## config.mk

```make
export PLATFORM = sky130hd
export DESIGN_NAME = vram_arbiter
export DESIGN_NICKNAME = d
export VERILOG_FILES = /design/src/rtl/vram_arbiter.sv
export SDC_FILE = /design/constraint.sdc
export NUM_CORES = 1
export LEC_CHECK = 0
export ABC_AREA = 1
export CAP_MARGIN = 20
export CORE_MARGIN = 1.5
export CORE_UTILIZATION = 62
export DETAILED_ROUTE_END_ITERATION = 6
export DONT_BUFFER_PORTS = 1
export PLACE_DENSITY = 0.86
export SKIP_LAST_GASP = 1
export SLEW_MARGIN = 20
export SYNTH_ARGS = -nofsm -noshare
export SYNTH_HDL_FRONTEND = slang
export SYNTH_SLANG_ARGS = --single-unit
```

## constraint.sdc

```tcl
create_clock -name pixel_clk -period 1.9 [get_ports pixel_clk]
set_input_delay 0.19 -clock pixel_clk [delete_from_list [all_inputs] [get_ports pixel_clk]]
set_output_delay 0.19 -clock pixel_clk [all_outputs]
set_load 0.01 [all_outputs]
```

## src/rtl/vram_arbiter.sv

```systemverilog
// Single-port VRAM arbiter: display fetches take absolute priority, game-logic
// writes are buffered in a small FIFO and drained in free (optionally blanked) cycles.
module vram_arbiter #(
    parameter int unsigned AW            = 7,
    parameter int unsigned DW            = 4,
    parameter int unsigned DEPTH         = 4,
    parameter bit          WR_BLANK_ONLY = 1'b1
) (
    input  logic                     pixel_clk,
    input  logic                     rst,
    input  logic                     blank,
    input  logic                     disp_req,
    input  logic [AW-1:0]            disp_addr,
    output logic                     disp_valid,
    output logic [DW-1:0]            disp_data,
    input  logic                     wr_valid,
    output logic                     wr_ready,
    input  logic [AW-1:0]            wr_addr,
    input  logic [DW-1:0]            wr_data,
    input  logic                     wr_flush,
    output logic                     wr_pending,
    output logic [$clog2(DEPTH):0]   wr_count,
    output logic                     mem_en,
    output logic                     mem_we,
    output logic [AW-1:0]            mem_addr,
    output logic [DW-1:0]            mem_wdata,
    input  logic [DW-1:0]            mem_rdata
);

    localparam int unsigned PW = $clog2(DEPTH);
    localparam int unsigned CW = PW + 1;

    typedef enum logic [1:0] {
        ST_IDLE  = 2'd0,
        ST_READ  = 2'd1,
        ST_WRITE = 2'd2
    } state_e;

    typedef struct packed {
        logic [AW-1:0] addr;
        logic [DW-1:0] data;
    } wr_entry_t;

    state_e          state_q, state_d;

    wr_entry_t       fifo_q [DEPTH];
    wr_entry_t       head_c;
    logic [PW-1:0]   wr_ptr_q, wr_ptr_d;
    logic [PW-1:0]   rd_ptr_q, rd_ptr_d;
    logic [CW-1:0]   count_q, count_d;
    logic            push_c;
    logic            pop_c;
    logic            drain_c;

    logic            mem_en_q, mem_en_d;
    logic            mem_we_q, mem_we_d;
    logic [AW-1:0]   mem_addr_q, mem_addr_d;
    logic [DW-1:0]   mem_wdata_q, mem_wdata_d;

    logic            rd_wait_q;
    logic            disp_valid_q;
    logic [DW-1:0]   disp_data_q;

    // Write-side handshake; flush wins over both push and pop in its cycle.
    assign wr_ready = rst && (count_q < CW'(DEPTH));
    assign push_c   = wr_valid && wr_ready && !wr_flush;
    assign drain_c  = (count_q != '0) && !disp_req && (blank || !WR_BLANK_ONLY) && !wr_flush;
    assign pop_c    = drain_c;
    assign head_c   = fifo_q[rd_ptr_q];

    // FIFO pointer and occupancy next-state
    always_comb begin
        wr_ptr_d = wr_ptr_q;
        rd_ptr_d = rd_ptr_q;
        count_d  = count_q;
        if (wr_flush) begin
            wr_ptr_d = '0;
            rd_ptr_d = '0;
            count_d  = '0;
        end else begin
            if (push_c) begin
                wr_ptr_d = wr_ptr_q + PW'(1);
            end
            if (pop_c) begin
                rd_ptr_d = rd_ptr_q + PW'(1);
            end
            case ({push_c, pop_c})
                2'b10:   count_d = count_q + CW'(1);
                2'b01:   count_d = count_q - CW'(1);
                default: count_d = count_q;
            endcase
        end
    end

    // FIFO storage carries no reset; occupancy alone qualifies its contents.
    always_ff @(posedge pixel_clk) begin
        if (push_c) begin
            fifo_q[wr_ptr_q] <= '{addr: wr_addr, data: wr_data};
        end
    end

    always_ff @(posedge pixel_clk) begin
        if (!rst) begin
            wr_ptr_q <= '0;
            rd_ptr_q <= '0;
            count_q  <= '0;
        end else begin
            wr_ptr_q <= wr_ptr_d;
            rd_ptr_q <= rd_ptr_d;
            count_q  <= count_d;
        end
    end

    // Issue state register
    always_ff @(posedge pixel_clk) begin
        if (!rst) begin
            state_q <= ST_IDLE;
        end else begin
            state_q <= state_d;
        end
    end

    // Next issue: display always wins, otherwise drain one buffered write.
    always_comb begin
        state_d = ST_IDLE;
        if (disp_req) begin
            state_d = ST_READ;
        end else if (drain_c) begin
            state_d = ST_WRITE;
        end
    end

    // VRAM port values for the upcoming issue; address/data hold when idle.
    always_comb begin
        mem_en_d    = 1'b0;
        mem_we_d    = 1'b0;
        mem_addr_d  = mem_addr_q;
        mem_wdata_d = mem_wdata_q;
        case (state_d)
            ST_READ: begin
                mem_en_d   = 1'b1;
                mem_addr_d = disp_addr;
            end
            ST_WRITE: begin
                mem_en_d    = 1'b1;
                mem_we_d    = 1'b1;
                mem_addr_d  = head_c.addr;
                mem_wdata_d = head_c.data;
            end
            default: begin
                mem_en_d = 1'b0;
            end
        endcase
    end

    always_ff @(posedge pixel_clk) begin
        if (!rst) begin
            mem_en_q    <= 1'b0;
            mem_we_q    <= 1'b0;
            mem_addr_q  <= '0;
            mem_wdata_q <= '0;
        end else begin
            mem_en_q    <= mem_en_d;
            mem_we_q    <= mem_we_d;
            mem_addr_q  <= mem_addr_d;
            mem_wdata_q <= mem_wdata_d;
        end
    end

    // Read return: VRAM answers one cycle after issue, then one register stage.
    always_ff @(posedge pixel_clk) begin
        if (!rst) begin
            rd_wait_q    <= 1'b0;
            disp_valid_q <= 1'b0;
            disp_data_q  <= '0;
        end else begin
            rd_wait_q    <= (state_q == ST_READ);
            disp_valid_q <= rd_wait_q;
            if (rd_wait_q) begin
                disp_data_q <= mem_rdata;
            end
        end
    end

    assign mem_en     = mem_en_q;
    assign mem_we     = mem_we_q;
    assign mem_addr   = mem_addr_q;
    assign mem_wdata  = mem_wdata_q;
    assign disp_valid = disp_valid_q;
    assign disp_data  = disp_data_q;
    assign wr_count   = count_q;
    assign wr_pending = (count_q != '0);

endmodule

```

## Word level (Yosys, flattened, before mapping)

Memory sizes are Yosys's and may differ from the RTL's. A register that Yosys moved wholly into a read port is not among the register bits.
Cells that the tools add are included.

| operators by class | value |
|---|---|
| add/sub/neg operators | 4 |
| magnitude comparators | 1 |
| equal/unequal tests | 5 |
| multiplexer cells | 10 |
| bitwise operators | 1 |
| reduce and logical (&&, ||, !) cells | 13 |

Operators with widths:

| cell | count |
|---|---|
| 7-bit one-hot mux with 2 select lines | 1 |
| 2-bit two-way mux | 4 |
| 2-bit by 1-bit equality test with 1-bit output, second input constant | 3 |
| 1-bit logical AND | 6 |
| 3-bit one-hot mux with 2 select lines | 1 |
| 2-bit by 1-bit adder with 2-bit output, second input constant | 2 |
| 2-bit equality test, second input constant | 2 |
| 1-bit two-way mux | 4 |
| 2-bit nonzero test | 2 |
| 2-bit OR reduction | 2 |
| 3-bit by 1-bit adder with 3-bit output, second input constant | 1 |
| 3-bit < comparator, second input constant | 1 |
| 3-bit nonzero test | 1 |
| 3-bit by 1-bit subtractor with 3-bit output, second input constant | 1 |
| 1-bit logical NOT | 2 |
| 1-bit NOT | 1 |

| storage, ports and cells | value |
|---|---|
| register bits | 28 |
| memory bits (writable) | 44 |
| input bits | 28 |
| output and inout port bits | 23 |
| logic and storage cells | 46 |
| memories kept | 1 |

Memory list:

| memory | depth | width | rd ports | clocked after memory_dff | write ports | line | source |
|---|---|---|---|---|---|---|---|
| fifo_q | 4 | 11 | 1 | 1 | 1 | 46 | `wr_entry_t fifo_q [DEPTH];` |

## Longest topological paths before layout

Gate-level depths: netlist (run 1).

| depth | value |
|---|---|
| depth after elaboration | 9 |
| mapped depth | 14 |
| gate-level depth less buffers | 13 |

## Least setup slack after synthesis (run 1)

Ideal clock, no wire load.

| timing | value |
|---|---|
| path kind | register -> register |
| from | reg count_q[1] (netlist: wr_count[1]) |
| to | reg count_q[2] (netlist: wr_count[2]) |
| arrival | 1,751 ps |
| path slack | 30 ps |
| stages on the path, launching flop included | 13 |
| path buffers | 1 |
| period minus slack after synthesis | 1,870 ps |
| path through | dfxtp_1 -> inv_1 -> nand3_2 -> nand2_4 -> inv_4 -> buf_6 -> ha_1 -> inv_1 -> fa_1 -> nand2_1 -> nand3_1 -> o21ai_0 -> a21oi_1 |

| on the way | value |
|---|---|
| cells in the longest elaborated chain, start to end | 6 |
| elaborated cells between the ends (all ways) | 14 |
| classes of those cells | add/sub (2); order compare (1); eq/ne (2); mux (1); reduce/logical (8) |

Ends and longest elaborated chain:

| element | line | source |
|---|---|---|
| start: declaration | 50 | `logic [CW-1:0] count_q, count_d;` |
| start signal: assignment | 110 | `count_q <= count_d;` |
| 3-bit nonzero test * | -- |  |
| named net wr_pending | 21 | `output logic wr_pending,` |
| 1-bit logical AND * (3 in series) | 67 | `assign drain_c = (count_q != '0) && !disp_req && (blank \|\| !WR_BLANK_ONLY) && !wr_flush;` |
| named net drain_c | 53 | `logic drain_c;` |
| 2-bit by 1-bit equality test with 1-bit output / 2-bit equality test (equally long branches) | 87 | `case ({push_c, pop_c})` |
| 3-bit one-hot mux with 2 select lines / 2-bit nonzero test (equally long branches) | -- |  |

The timed path passes the listed nets; every way through them passes the cells marked *.
A chain may end at the register's enable or synchronous reset.

## Worst setup path in the final report (run 1)

| timing | value |
|---|---|
| from | reg count_q[1] (netlist: wr_count[1]) |
| to | reg count_q[2] (netlist: wr_count[2]) |

| on the way | value |
|---|---|
| cells in the longest elaborated chain, start to end | 6 |
| elaborated cells between the ends (all ways) | 14 |
| classes of those cells | add/sub (2); order compare (1); eq/ne (2); mux (1); reduce/logical (8) |

Ends and longest elaborated chain:

| element | line |
|---|---|
| 3-bit < comparator / 3-bit nonzero test (equally long branches) | 65, 67 |
| 1-bit logical AND (on tied branches) | 65, 67 |
| 1-bit logical AND (on tied branches) (2 in series) | 66, 67 |
| 2-bit by 1-bit equality test with 1-bit output / 2-bit equality test (equally long branches) | 87 |
| 3-bit one-hot mux with 2 select lines / 2-bit nonzero test (equally long branches) | -- |

Several ways; a longest one is shown, not always the timed one.

==> metrics.cfg, run 1 <==
[placed_design]
dp_hpwl_um=3880
place.gp.congestion=0.712
dp_slack_ns=0.140
io_buffers=0
dp.cells=397

[synth]
synth_seq_cells=73
synthCells=329
ys_types=24
syn_nets=363
seq_area_frac_synth=0.613
synth_top_cell_area_share=0.426
ys_warn_count=0
synth_area_leaders=edfxtp_1 43%, dfxtp_1 19%, nand2_1 8.1%, inv_1 6.3%, nor2_1 5.2%
yosysTopAreaCell=edfxtp_1
syn_area_per_cell_um2=9.44
syn_area_mm2=0.00310

[timing]
tns_ns=0
tightest_slew_ns=0.516
period_needed_ns=1.77
rsz0062_at_grt=false
setup_violations=0
min_period_over_period=0.934
fin_ws_ns=0.126
hold_viol_final=0
fin_worst_skew_ns=0.00945
hold_ws_ns=0.0329
relSlewSlack=0.655
max_freq_mhz=564
maxSlewViolCount=0

[grt]
track_usage=0.252
grt_start_max_net_pins=25
antenna_found_initial=0
grt_first_pass_wirelength_um=9690
overflow=0
grt_pass1_vias=2136

[die]
die_h_um=73.8
die-area_mm2=0.00544
core_mm2=0.00479
io_pins=51
die_x_um=73.8
start_util=0.649
rows=25

[clock_network]
clk_pin_slew_worst_paths_ns=0.07
htree_levels=3
clk_latency_ns=0.34
clockBufferDepth=2
clock-sinks=73
cts_buffers=9
cts_setup_buffers=0
root_buffer=clkbuf_8
cts_tree=yes

[drt]
wl_um=6390
route.detailed.drc=0
dr.first_iter.drc_count=194
post_drt_wl_per_cell_um=14.9
dr.pass1.iters=4
ant_nets=0
vias=2238
via_per_inst=5.20

[critical_path]
crit_family=adder cells
worstSetupEndpointType=register
crit_chain=inv_1, nand3_2, nand2_4, inv_4, ha_1, inv_1, fa_2, nand2_1, nand3_1, o21ai_1, a21oi_1
critical_path_class=register to register
cp_common_cell=inv_1
crit_buf_inv=3
crit_fanout=2
start_kind=register
critPathArrivalTime_ns=2.00
slowest_delay_ns=0.35
cpMaxStageDelayCell=fa_2
cp.required_ns=2.13

[cells_and_area]
drive_gt1_frac=0.127
antenna_cells=0
layout_common_cells=67 x nand2_1, 52 x inv_1, 44 x edfxtp_1
area_delta_synth_final_pct=15.6
layout.cells.non_filler=430
mostFrequentLayoutCell=nand2_1
fin_nets=392

[job]
cap_violations=0

[pwr]
ir_drop_mv=0.876
leakage_nw=1.60
p_per_area_mw_per_mm2=864

[outcome]
status=finished clean

[hold_path]
min_path_type=input port to register

-- registers in the layout, summed over array words and instances, names as in the netlist, named ones only --
name	flops
wr_count	3
fifo_q	44
mem_wdata	4
rd_wait_q	1
state_q	2
mem_addr	7
wr_ptr_q	2
disp_valid	1
mem_en	1
rd_ptr_q	2
disp_data	4
-- final timing paths --
path / from / end / slack, ns / cells after the start
setup / recovery: wr_count[1] / wr_count[2] / 0.13 / 11
hold reg to reg: state_q[0] / rd_wait_q / 0.43 / 2
hold / removal: rst / mem_wdata[1] / 0.03 / 2
setup reg to reg: wr_count[1] / wr_count[2] / 0.13 / 11
-- synthesized netlist by cell type, drive strengths merged --
cell type and n:
fa 1, o21bai 1, nand3b 7, ha 5
a21oi 7, inv 57, nand3 18, nor2 49
clkbuf 2, buf 10, edfxtp 44, o21ai 30
dfxtp 29, nand2 69
-- cell families after synthesis --
logic type	share of synthesized area
compound gates	0.0633
simple gates	0.202
buf+inv	0.0959
flops	0.613
fa+ha+maj	0.0266
-- per-layer routing --
metal / share of wire / vias up / global-route usage
li1: - / 1093 / -
met1: 0.37 / 1055 / 0.281
met2: 0.54 / 75 / 0.434
met3: 0.061 / 15 / 0.0700
met4: 0.024 / 0 / 0.140
met5: 0 / - / 0
-- what timing repair did --
action,4_1_cts,5_1_grt
endpoints found under the setup margin,0,1
hold buffers,17,0
resized for setup,0,3
hold endpoints to repair,61,0
-- metrics by stage --
stage               power (mW)   util  instance area, um^2
detailed placement        1.88  0.670                 3200
floorplan                 1.86      -                 3100
finish                    3.10  0.750                 3590
global placement          1.88  0.670                 3200
CTS                       3.11  0.748                 3580
global route              3.20  0.750                 3590
-- cell type report --
| type | count | area, um^2 |
|---|---|---|
| fill | 315 | 1200 |
| timing repair buffer | 30 | 268 |
| tap | 67 | 83.8 |
| sequential | 73 | 1900 |
| inverter | 57 | 216 |
| clock inverter | 3 | 18.8 |
| clock buffer | 13 | 186 |
| multi-input combinational | 187 | 912 |
-- worst reg2reg max path, stage by stage (launching register included) --
cell and delay [ns]:
dfxtp_1 0.34, inv_1 0.09, nand3_2 0.12, nand2_4 0.07
inv_4 0.05, ha_1 0.15, inv_1 0.08, fa_2 0.35
nand2_1 0.08, nand3_1 0.11, o21ai_1 0.17, a21oi_1 0.06
-- power by group --
| part | switching (mW) | internal [mW] | total, mW |
|---|---|---|---|
| Combinational | 0.0894 | 0.0680 | 0.157 |
| Sequential | 0.0265 | 1.71 | 1.74 |
| Clock | 0.552 | 0.654 | 1.21 |
| Total | 0.668 | 2.43 | 3.10 |
No activity file was read; power rests on OpenSTA's default activity.
==> run 2, diff against run 1 <==
--- a/config.mk
+++ b/config.mk
@@ -11,6 +11,7 @@
 export CORE_UTILIZATION = 62
 export DETAILED_ROUTE_END_ITERATION = 6
 export DONT_BUFFER_PORTS = 1
+export HOLD_SLACK_MARGIN = 0.08
 export PLACE_DENSITY = 0.86
 export SKIP_LAST_GASP = 1
 export SLEW_MARGIN = 20
==> metrics.cfg, run 2 (synthesis results as in run 1) <==
[die]
rows=25  ; unchanged
die_x_um=73.8  ; unchanged
die-area_mm2=0.00544  ; unchanged
core_mm2=0.00479  ; unchanged
die_h_um=73.8  ; unchanged
start_util=0.649  ; unchanged
io_pins=51  ; unchanged

[critical_path]
cp.required_ns=2.13  ; about the same
critPathArrivalTime_ns=2.09  ; was 2.00 ns
cpMaxStageDelayCell=dlygate4sd3_1  ; was fa_2
crit_fanout=4  ; was 2
crit_path_end=wr_ptr_q[1]  ; was wr_count[2]
crit_buf_inv=2  ; was 3
cp-startpoint=wr_ptr_q[0]  ; was wr_count[1]
slowest_delay_ns=0.57  ; was 0.35 ns
worst-path-stages=5  ; was 11
r2r-end=wr_ptr_q[1]  ; was wr_count[2]
crit_chain=inv_1, ha_1, o21ai_0, a21oi_1, dlygate4sd3_1  ; was inv_1, nand3_2, nand2_4, inv_4, ha_1, inv_1, fa_2, nand2_1, nand3_1, o21ai_1, a21oi_1
reg2reg_depth=5  ; was 11
r2r_start=wr_ptr_q[0]  ; was wr_count[1]
crit_family=buffers and inverters  ; was adder cells
critical_path_class=register to register  ; unchanged
rrSetupSlack_ns=0.04  ; was 0.13 ns
start_kind=register  ; unchanged
worstSetupEndpointType=register  ; unchanged

[timing]
rsz0062_at_grt=true  ; was false
hold_viol_final=0  ; unchanged
fin_worst_skew_ns=0.0125  ; was 0.00945 ns
maxSlewViolCount=0  ; unchanged
hold_ws_ns=0.0853  ; was 0.0329 ns
min_period_over_period=0.981  ; was 0.934
setup_violations=0  ; unchanged
relSlewSlack=0.717  ; was 0.655
max_freq_mhz=536  ; was 564 MHz
period_needed_ns=1.86  ; was 1.77 ns
tightest_slew_ns=0.424  ; was 0.516 ns

[cells_and_area]
largest_register_ffs=44  ; unchanged
fin_area_mm2=0.00370  ; was 0.00359 mm^2
antenna_cells=0  ; unchanged
final_core_util=0.773  ; was 0.750
layout_common_cells=67 x nand2_1, 52 x inv_1, 44 x edfxtp_1  ; unchanged
area_delta_synth_final_pct=19.1  ; was 15.6%
fin_nets=403  ; was 392
drive_gt1_frac=0.120  ; was 0.127
largest-register=fifo_q  ; unchanged
fillCellCount=288  ; was 315
mostFrequentLayoutCell=nand2_1  ; unchanged

[grt]
antenna_found_initial=0  ; unchanged
overflow=0  ; unchanged
grt_first_pass_wirelength_um=10700  ; was 9690 um
track_usage=0.279  ; was 0.252
grt_pass1_vias=2304  ; was 2136
grt_start_max_net_pins=25  ; unchanged

[drt]
post_drt_wl_per_cell_um=15.8  ; was 14.9 um
via_per_inst=5.24  ; was 5.20
dr.first_iter.drc_count=142  ; was 194
ant_nets=0  ; unchanged
dr.pass1.iters=5  ; was 4
vias=2313  ; was 2238
wl_um=6960  ; was 6390 um
route.detailed.drc=0  ; unchanged

[pwr]
p_per_area_mw_per_mm2=848  ; was 864 mW/mm^2
power_mw=3.14  ; was 3.10 mW
leakage_nw=1.64  ; was 1.60 nW
ir_drop_mv=0.874  ; was 0.876 mV

[clock_network]
clk_pin_slew_worst_paths_ns=0.08  ; was 0.07 ns
cts_tree=yes  ; unchanged
htree_levels=3  ; unchanged
clk_latency_ns=0.34  ; about the same
cts_setup_buffers=0  ; unchanged
clock-sinks=73  ; unchanged
clockBufferDepth=2  ; unchanged
root_buffer=clkbuf_8  ; unchanged
cts_buffers=9  ; unchanged

[job]
cap_violations=0  ; unchanged

[outcome]
status=finished clean  ; unchanged

[hold_path]
min_path_type=input port to register  ; unchanged

[placed_design]
io_buffers=0  ; unchanged
dp_hpwl_um=3880  ; unchanged
dpl_cell_area_mm2=0.00320  ; unchanged
place.gp.congestion=0.712  ; unchanged

## run 2: worst min-delay path by stage
stage | startpoint | to | slack [ns] | depth (start not counted)
6_report | rst | mem_en | 0.09 | 2
5_1_grt | rst | mem_en | 0.13 | 2
4_1_cts | rst | mem_en | 0.08 | 2
3_5_place_dp | wr_addr[0] | fifo_q[2][4] | 0.29 | 0
3_3_place_gp | wr_data[0] | fifo_q[0][0] | 0.29 | 0
2_1_floorplan | wr_data[0] | fifo_q[0][0] | 0.29 | 0
## run 2: layer usage
| metal | up-vias | wire, um | track usage |
|---|---|---|---|
| li1 | 1117 | - | - |
| met1 | 1097 | 2580 | 0.307 |
| met2 | 82 | 3810 | 0.489 |
| met3 | 17 | 420 | 0.0713 |
| met4 | 0 | 144 | 0.154 |
| met5 | - | 0 | 0 |
## run 2: cell type report
type	count	area (um^2)	share of cell area
flip-flops and latches	73	1900	0.514
repair buffers	41	382	0.103
multi-input cells	187	910	0.246
clock inverters	3	18.8	0.00507
clock buffers	13	186	0.0504
well taps	67	83.8	0.0227
inverters	57	216	0.0585
## run 2: through the flow
| stage | TNS [ns] | std cells | setup WS (ns) |
|---|---|---|---|
| 2_1_floorplan | 0 | 329 | 0.0298 |
| 3_3_place_gp | 0 | 397 | 0.257 |
| 6_report | 0 | 441 | 0.0360 |
| 5_1_grt | -0.0356 | 441 | -0.0356 |
| 4_1_cts | 0 | 441 | 0.0936 |
| 3_5_place_dp | 0 | 397 | 0.140 |
## run 2: power breakdown
| part | total [mW] | internal, mW | switching, mW |
|---|---|---|---|
| clock network | 1.22 | 0.654 | 0.563 |
| logic | 0.181 | 0.0836 | 0.0979 |
| registers | 1.74 | 1.71 | 0.0271 |
| total | 3.14 | 2.45 | 0.688 |
## run 2: repair_timing
item	in CTS	in global routing
hold buffers	28	0
endpoints found under the hold margin	72	0
gates resized for setup	0	3
endpoints found under the setup margin	0	2
## run 2: worst reg2reg max path, stage by stage (launching register included)
cell	delay, ns
dfxtp_1	0.39
inv_1	0.12
ha_1	0.33
o21ai_0	0.27
a21oi_1	0.08
dlygate4sd3_1	0.57
==> run 3, diff against run 2 <==
--- a/config.mk
+++ b/config.mk
@@ -5,7 +5,7 @@
 export SDC_FILE = /design/constraint.sdc
 export NUM_CORES = 1
 export LEC_CHECK = 0
-export ABC_AREA = 1
+export ABC_AREA = 0
 export CAP_MARGIN = 20
 export CORE_MARGIN = 1.5
 export CORE_UTILIZATION = 62
==> metrics.cfg, run 3 <==
[cells_and_area]
area_delta_synth_final_pct=17.1  ; was 19.1%
fin_area_mm2=0.00332  ; was 0.00370 mm^2
largest-register=fifo_q  ; unchanged
mostFrequentLayoutCell=edfxtp_1  ; was nand2_1
fin_nets=249  ; was 403
largest_register_ffs=44  ; unchanged
antenna_cells=0  ; unchanged
layout.cells.non_filler=272  ; was 441
drive_gt1_frac=0.200  ; was 0.120
layout_common_cells=44 x edfxtp_1, 28 x dfxtp_1, 18 x dlygate4sd3_1  ; was 67 x nand2_1, 52 x inv_1, 44 x edfxtp_1

[drt]
dr.first_iter.drc_count=136  ; was 142
ant_nets=0  ; unchanged
via_per_inst=5.91  ; was 5.24
wl_um=5210  ; was 6960 um
route.detailed.drc=0  ; unchanged
dr.pass1.iters=4  ; was 5
vias=1607  ; was 2313
post_drt_wl_per_cell_um=19.2  ; was 15.8 um

[clock_network]
clk_pin_slew_worst_paths_ns=0.07  ; was 0.08 ns
clk_latency_ns=0.34  ; about the same
htree_levels=3  ; unchanged
cts_buffers=9  ; unchanged
clockBufferDepth=2  ; unchanged
root_buffer=clkbuf_8  ; unchanged
clock-sinks=73  ; unchanged
cts_setup_buffers=0  ; unchanged
cts_tree=yes  ; unchanged

[synth]
syn_nets=217  ; was 363
synth_seq_cells=73  ; unchanged
syn_area_mm2=0.00284  ; was 0.00310 mm^2
seq_area_frac_synth=0.670  ; was 0.613
synth_area_leaders=edfxtp_1 47%, dfxtp_1 20%, mux4_2 8.7%, mux2i_1 4.2%, o311a_1 2.5%  ; was edfxtp_1 43%, dfxtp_1 19%, nand2_1 8.1%, inv_1 6.3%, nor2_1 5.2%
ys_types=28  ; was 24
ys_warn_count=0  ; unchanged
yosysTopAreaCell=edfxtp_1  ; unchanged
yosysMostFrequentCell=edfxtp_1  ; was nand2_1
synth_common_cells=44 x edfxtp_1, 29 x dfxtp_1, 12 x mux2i_1  ; was 67 x nand2_1, 52 x inv_1, 44 x edfxtp_1
synthCells=183  ; was 329
synth_top_cell_area_share=0.466  ; was 0.426
syn_area_per_cell_um2=15.5  ; was 9.44 um^2
ys.flop_type=edfxtp_1  ; unchanged
synthArstFlopShare=0  ; unchanged
synth_edf_count=44  ; unchanged

[outcome]
status=finished clean  ; unchanged

[pwr]
p_per_area_mw_per_mm2=866  ; was 848 mW/mm^2
ir_drop_mv=0.690  ; was 0.874 mV
power_mw=2.88  ; was 3.14 mW
leakage_nw=1.13  ; was 1.64 nW

[grt]
grt_start_max_net_pins=21  ; was 25
overflow=0  ; unchanged
grt_first_pass_wirelength_um=8100  ; was 10700 um
track_usage=0.225  ; was 0.279
grt_pass1_vias=1647  ; was 2304
antenna_found_initial=0  ; unchanged

[critical_path]
critPathArrivalTime_ns=2.10  ; was 2.09 ns
cp.required_ns=2.17  ; was 2.13 ns
start_kind=register  ; unchanged
critical_path_class=register to register  ; unchanged
r2r-end=wr_count[2]  ; was wr_ptr_q[1]
reg2reg_depth=9  ; was 5
crit_fanout=3  ; was 4
r2r_start=wr_count[2]  ; was wr_ptr_q[0]
worstSetupEndpointType=register  ; unchanged
rrSetupSlack_ns=0.06  ; was 0.04 ns

[die]
die-area_mm2=0.00499  ; was 0.00544 mm^2
die_x_um=70.7  ; was 73.8 um
io_pins=51  ; unchanged
core_mm2=0.00438  ; was 0.00479 mm^2
die_h_um=70.7  ; was 73.8 um
start_util=0.647  ; was 0.649
rows=24  ; was 25

[timing]
setup_violations=0  ; unchanged
maxSlewViolCount=0  ; unchanged
hold_ws_ns=0.141  ; was 0.0853 ns
min_period_over_period=0.966  ; was 0.981
rsz0062_at_grt=true  ; unchanged
period_needed_ns=1.84  ; was 1.86 ns
fin_worst_skew_ns=0.0100  ; was 0.0125 ns
relSlewSlack=0.616  ; was 0.717
max_freq_mhz=545  ; was 536 MHz
tns_ns=0  ; unchanged
tightest_slew_ns=0.574  ; was 0.424 ns
hold_viol_final=0  ; unchanged

[hold_path]
hold_start=disp_addr[0]  ; was rst
hold_depth=3  ; was 2
min_path_type=input port to register  ; unchanged
hold_end=mem_addr[0]  ; was mem_en

[placed_design]
io_buffers=0  ; unchanged
place.gp.congestion=0.731  ; was 0.712
dp_hpwl_um=3330  ; was 3880 um
dpl_cell_area_mm2=0.00298  ; was 0.00320 mm^2
dp.cells=238  ; was 397

[job]
cap_violations=0  ; unchanged

[run 3: cell count changes after synthesis, sizes merged, moves of 11 or more]
cell   before  now
inv        57    8
nor2       49    7
mux2i       0   12
mux4        0   11
nand3      18    0
o21ai      30    9
nand2      69    5
[run 3: cells by family after synthesis]
family	Yosys count	share of synthesized area
simple gates	32	0.0639
xor+xnor	3	0.00926
compound gates	27	0.0670
fa+ha+maj	6	0.0291
buf+inv	19	0.0309
flops	73	0.670
mux	23	0.130
[run 3: worst max path at each step]
stage / start / to / cells past startpoint
detailed placement: wr_flush / wr_count[2] / 8
floorplan: disp_req / wr_count[2] / 10
finish: wr_count[2] / wr_count[2] / 9
global route: wr_count[2] / wr_count[2] / 9
global placement: wr_flush / wr_count[2] / 8
CTS: wr_count[2] / wr_count[2] / 9
[run 3: what timing repair did]
action,4_1_cts,5_1_grt
setup endpoints to repair,0,1
resized for setup,0,2
hold buffers,18,0
hold endpoints to repair,63,0
[run 3: power breakdown]
part / switching [mW] / internal [mW]
combinational: 0.0646 / 0.0744
sequential: 0.0226 / 1.70
clock: 0.499 / 0.514
total: 0.586 / 2.29
[run 3: area by class of cell]
cell class              instances  area, um^2
multi-input cells              91         880
fillers                       259        1060
inverters                       8        30.0
well taps                      52        65.1
clock buffers                  16         160
repair buffers                 32         285
flip-flops and latches         73        1900
[run 3: routing by layer]
layer  track usage  share of wire
met4        0.0964          0.017
met1         0.263           0.39
met3        0.0712          0.070
met2         0.386           0.52
met5             0              0
[run 3: worst max-delay path, cell delays in order, from the launching register on]
cell	delay (ns)
dfxtp_2	0.36
nor2b_1	0.06
nor2b_1	0.14
inv_1	0.08
ha_4	0.14
inv_2	0.04
fa_2	0.32
xor2_1	0.16
or3_1	0.34
a21oi_2	0.13
[run 3: through the flow]
step,setup slack (ns),util
CTS,0.0200,0.757
global placement,0.0256,0.679
floorplan,-0.218,-
finish,0.0637,0.758
detailed placement,-0.0641,0.679
global route,-0.00998,0.758
